==> src/rtl/ram_port_arbiter.sv <==
// Arbiter sharing BRAM port B between the core (C) and the loader/DMA (L).
// The core has priority; the loader may lock bursts; wait counters prevent starvation.
module ram_port_arbiter #(
  parameter int ADDR_W   = 14,
  parameter int MAX_WAIT = 8
) (
  input  logic              clk,
  input  logic              resetb,
  input  logic              c_req,
  input  logic [ADDR_W-1:0] c_addr,
  input  logic [3:0]        c_wstrb,
  input  logic [31:0]       c_wdata,
  output logic              c_gnt,
  output logic              c_rvalid,
  output logic [31:0]       c_rdata,
  input  logic              l_req,
  input  logic [ADDR_W-1:0] l_addr,
  input  logic [3:0]        l_wstrb,
  input  logic [31:0]       l_wdata,
  input  logic              l_lock,
  output logic              l_gnt,
  output logic              l_rvalid,
  output logic [31:0]       l_rdata,
  output logic [ADDR_W-1:0] ram_addr,
  output logic [3:0]        ram_wstrb,
  output logic [31:0]       ram_wdata,
  input  logic [31:0]       ram_rdata
);

  localparam int CNT_W = $clog2(MAX_WAIT + 1);
  localparam logic [CNT_W-1:0] MAX_CNT = CNT_W'(MAX_WAIT);

  typedef enum logic [1:0] {
    S_IDLE,
    S_CORE,
    S_LOAD,
    S_LOCK
  } state_t;

  state_t           state;
  state_t           next_state;
  logic [CNT_W-1:0] cw;
  logic [CNT_W-1:0] lw;

  always_ff @(posedge clk) begin
    if (!resetb) begin
      state <= S_IDLE;
    end else begin
      state <= next_state;
    end
  end

  // A lock only holds off the core until its counter saturates.
  always_comb begin
    c_gnt      = 1'b0;
    l_gnt      = 1'b0;
    next_state = S_IDLE;
    if (resetb) begin
      if (c_req && l_req) begin
        if (state == S_LOCK && cw < MAX_CNT) begin
          l_gnt = 1'b1;
        end else if (lw == MAX_CNT) begin
          l_gnt = 1'b1;
        end else begin
          c_gnt = 1'b1;
        end
      end else if (c_req) begin
        c_gnt = 1'b1;
      end else if (l_req) begin
        l_gnt = 1'b1;
      end
    end
    if (c_gnt) begin
      next_state = S_CORE;
    end else if (l_gnt) begin
      next_state = l_lock ? S_LOCK : S_LOAD;
    end
  end

  always_ff @(posedge clk) begin
    if (!resetb) begin
      cw <= '0;
      lw <= '0;
    end else begin
      if (c_req && !c_gnt) begin
        if (cw != MAX_CNT) cw <= cw + 1'b1;
      end else begin
        cw <= '0;
      end
      if (l_req && !l_gnt) begin
        if (lw != MAX_CNT) lw <= lw + 1'b1;
      end else begin
        lw <= '0;
      end
    end
  end

  always_comb begin
    ram_addr  = c_addr;
    ram_wstrb = 4'b0000;
    ram_wdata = 32'h0;
    if (c_gnt) begin
      ram_addr  = c_addr;
      ram_wstrb = c_wstrb;
      ram_wdata = c_wdata;
    end else if (l_gnt) begin
      ram_addr  = l_addr;
      ram_wstrb = l_wstrb;
      ram_wdata = l_wdata;
    end
  end

  // Read data arrives one cycle after the grant, so rvalid is the registered read grant.
  always_ff @(posedge clk) begin
    if (!resetb) begin
      c_rvalid <= 1'b0;
      l_rvalid <= 1'b0;
    end else begin
      c_rvalid <= c_gnt && (c_wstrb == 4'b0000);
      l_rvalid <= l_gnt && (l_wstrb == 4'b0000);
    end
  end

  assign c_rdata = ram_rdata;
  assign l_rdata = ram_rdata;

endmodule

==> config.mk <==
export PLATFORM = sky130hd
export DESIGN_NAME = ram_port_arbiter
export DESIGN_NICKNAME = d
export VERILOG_FILES = /design/src/rtl/ram_port_arbiter.sv
export SDC_FILE = /design/constraint.sdc
export NUM_CORES = 1
export LEC_CHECK = 0
export CAP_MARGIN = 20
export CORE_AREA = 3 3 98 100
export DETAILED_ROUTE_END_ITERATION = 10
export DIE_AREA = 0 0 101 103
export PLACE_DENSITY = 0.68
export SETUP_SLACK_MARGIN = 0.2
export SLEW_MARGIN = 20
export SYNTH_ARGS = -nofsm -noshare
export SYNTH_HDL_FRONTEND = slang
export SYNTH_SLANG_ARGS = --single-unit
==> constraint.sdc <==
create_clock -name clk -period 4.5 [get_ports clk]
set_input_delay 1.35 -clock clk [delete_from_list [all_inputs] [get_ports clk]]
set_output_delay 1.35 -clock clk [all_outputs]
set_load 0.005 [all_outputs]
==> impl_metrics.tcl <==
set metrics [dict create \
    outcome "finished, final reports clean" \
    synth_xor_area_share_pct 2.16 \
    final-setup-viol-count 0 \
    finalSetupTns_ns 0 \
    port_buffers 158 \
    leakagePower_nw 1.16 \
    htree_levels 1 \
    grt_pass1_vias 1608 \
    hold_slack_ns 0.481 \
    hold_violations 0 \
    cp_max_fo 8 \
    drc_errors 0 \
    min_period_ns 4.15 \
    grt_max_degree 38 \
    synth_top_area_share_pct 30.6 \
    antenna_found_initial 0 \
    multi_input_area_um2 807 \
    crit_arrival_ns 2.80 \
    placementRows 34 \
    die-area_um2 10400 \
    synth_adder_area_share_pct 3.09 \
    initial_core_util_pct 18.5 \
    synth_edf_count 0 \
    syn_nets 323 \
    hold_path_class "reg -> reg" \
    tightest_slew_ns 0.301 \
    ctsLongestPathBuffers 2 \
    dr.pass1.iters 4 \
    synth_commonest_cells "buf_4, a22o_1, dfxtp_1, mux2_1, nor3_1" \
    synth.distinct_cells 27 \
    cts_sinks 12 \
    numCtsBuffers 3 \
    ys_ff_latch 12 \
    yosysWarnings 0 \
    drt_first_iter_violations 23 \
    final-seq-area_um2 240 \
    critPathCaptureType "primary output" \
    synth_ff_type "dfxtp_1" \
    synthToLayoutAreaGrowth_pct 84.2 \
    synth_area_um2 1620 \
    vias 1665 \
    final_antenna_net_count 0 \
    synthMuxAreaShare_pct 10.4 \
    drive_gt1_share_pct 9.82 \
    die_w_um 101 \
    fmax_mhz 241 \
    cts_tree "done" \
    grt_first_pass_wirelength_um 9500 \
    dieHeight_um 103 \
    clk_latency_ns 0.25 \
    slew_viol_final 0 \
    synth.avg_cell_area_um2 8.90 \
    fin_skew_ns 0.00103 \
    hpwlAfterDp_um 5590 \
    synth_top_family_by_area "buffers and inverters" \
    track_usage_pct 12.0 \
    ir_drop_mv 0.136 \
    synthArstFlopShare_pct 0 \
    final_nets 427 \
    num_io_pins 255 \
    synth.most_common_cell "buf_4" \
    n_antenna_cell 0 \
    globalplace.congestion 0.857 \
    ys_seq_area_share_pct 14.8 \
    slew_headroom_pct 79.9 \
    core_um2 8760 \
    max_cap_violations 0 \
    synth.largest_area_cell "buf_4" \
    grt.overflow.total 0 \
    n_fill_cell 898 \
    via_per_inst 4.24 \
    holdBufCountCts 0 \
    fin_crit_sh_pct 92.2 \
    synth-simple-area-share_pct 11.9 \
    synthTopCellsByArea "buf_4, a22o_1, dfxtp_1, mux2_1, ha_1" \
    p_per_area_nw_per_um2 152 \
    clk_pin_slew_worst_paths_ns 0.05 \
    worstSetupPathType "in -> out" \
    crit_required_ns 3.15 \
    rsz0062_at_grt "false" \
    synthCells 182 \
    clockRootBuffer "clkbuf_8" \
    startpoint_type "primary input" \
    synth_compound_area_share_pct 21.9 \
    wire_per_inst_um 17.7 \
    wl_um 6940 \
]
-- layout make-up --
class | instances | area share [%]
timing repair buffer | 172 | 57.8
multi-input combinational | 91 | 27.1
sequential | 12 | 8.05
tap | 108 | 4.53
clock buffer | 4 | 1.85
inverter | 6 | 0.755
-- per-layer routing --
layer / vias to the layer above / routed length [um] / track usage, %
met5: - / 0 / 0
met4: 0 / 125 / 3.89
met3: 15 / 796 / 3.65
met2: 91 / 3170 / 18.7
met1: 762 / 2850 / 15.9
li1: 797 / - / -
-- where the power goes --
part	switching (mW)	internal [mW]
Sequential	0.00163	0.108
Combinational	0.0647	0.159
Clock	0.0424	0.0775
-- sequential cells by signal (all words and copies together) (netlist names) --
| signal | flops |
|---|---|
| cw | 4 |
| lw | 4 |
| state | 2 |
| c_rvalid | 1 |
| l_rvalid | 1 |
-- cell usage in the layout (no fill, tap or decap), types with 2 or more instances in the layout --
cell             synthesis  layout
and2_1                   2       2
ha_1                     4       4
a22o_1                  36      36
nand2_1                  4       3
nand3b_1                 2       2
nand3_1                  4       4
clkbuf_8                 0       4
mux2_1                  12      11
and4_1                   2       2
buf_12                   0       2
mux2_2                   2       2
buf_4                   66       8
clkbuf_2                 0       2
nand3b_4                 2       2
xor2_1                   2       2
inv_1                    6       6
xnor2_1                  2       2
nand4b_1                 2       2
dfxtp_1                 12      12
dlygate4sd2_1            0       7
nor3_1                   7       7
clkdlybuf4s50_1          0     148
buf_6                    4       2
-- path summary, 6_finish.rpt --
path / start / to / slack [ns] / depth (start not counted)
worst max register to register: lw[0]$_SDFFE_PN0P_ / l_rvalid$_SDFF_PN0_ / 3.08 / 7
worst min register to register: lw[0]$_SDFFE_PN0P_ / lw[0]$_SDFFE_PN0P_ / 0.48 / 1
worst min-delay path: lw[0]$_SDFFE_PN0P_ / lw[0]$_SDFFE_PN0P_ / 0.48 / 1
worst max-delay path: l_req / ram_addr[11] / 0.35 / 9
-- critical path, stage by stage --
cell and delay, ns:
buf_2 0.13, nand2_2 0.08, a31oi_4 0.16, buf_6 0.13
buf_12 0.12, buf_8 0.13, buf_4 0.11, mux2_1 0.32
dlygate4sd2_1 0.27
-- cell families after synthesis --
kind of cell | Yosys count
buf+inv | 79
compound gates | 40
simple gates | 28
mux | 15
flops | 12
xor+xnor | 4
fa+ha+maj | 4
-- stage by stage --
step           power, mW  instances  util, %  worst slack, ns  cell area, um2
3_3_place_gp       0.332        384     32.8          -0.0721            2870
2_1_floorplan      0.211        182        -            0.970            1620
5_1_grt            0.471        393     34.0            0.277            2980
3_5_place_dp       0.332        384     32.8          -0.0768            2870
4_1_cts            0.459        393     34.2            0.257            3000
6_report           0.453        393     34.0            0.349            2980
-- what timing repair did --
action | 4_1_cts | 5_1_grt
resized for setup | 19 | 5
pin swaps | 0 | 1
endpoints found under the setup margin | 52 | 4
setup buffers | 4 | 0
cloned | 1 | 0
(Power assumes the default switching activity.)
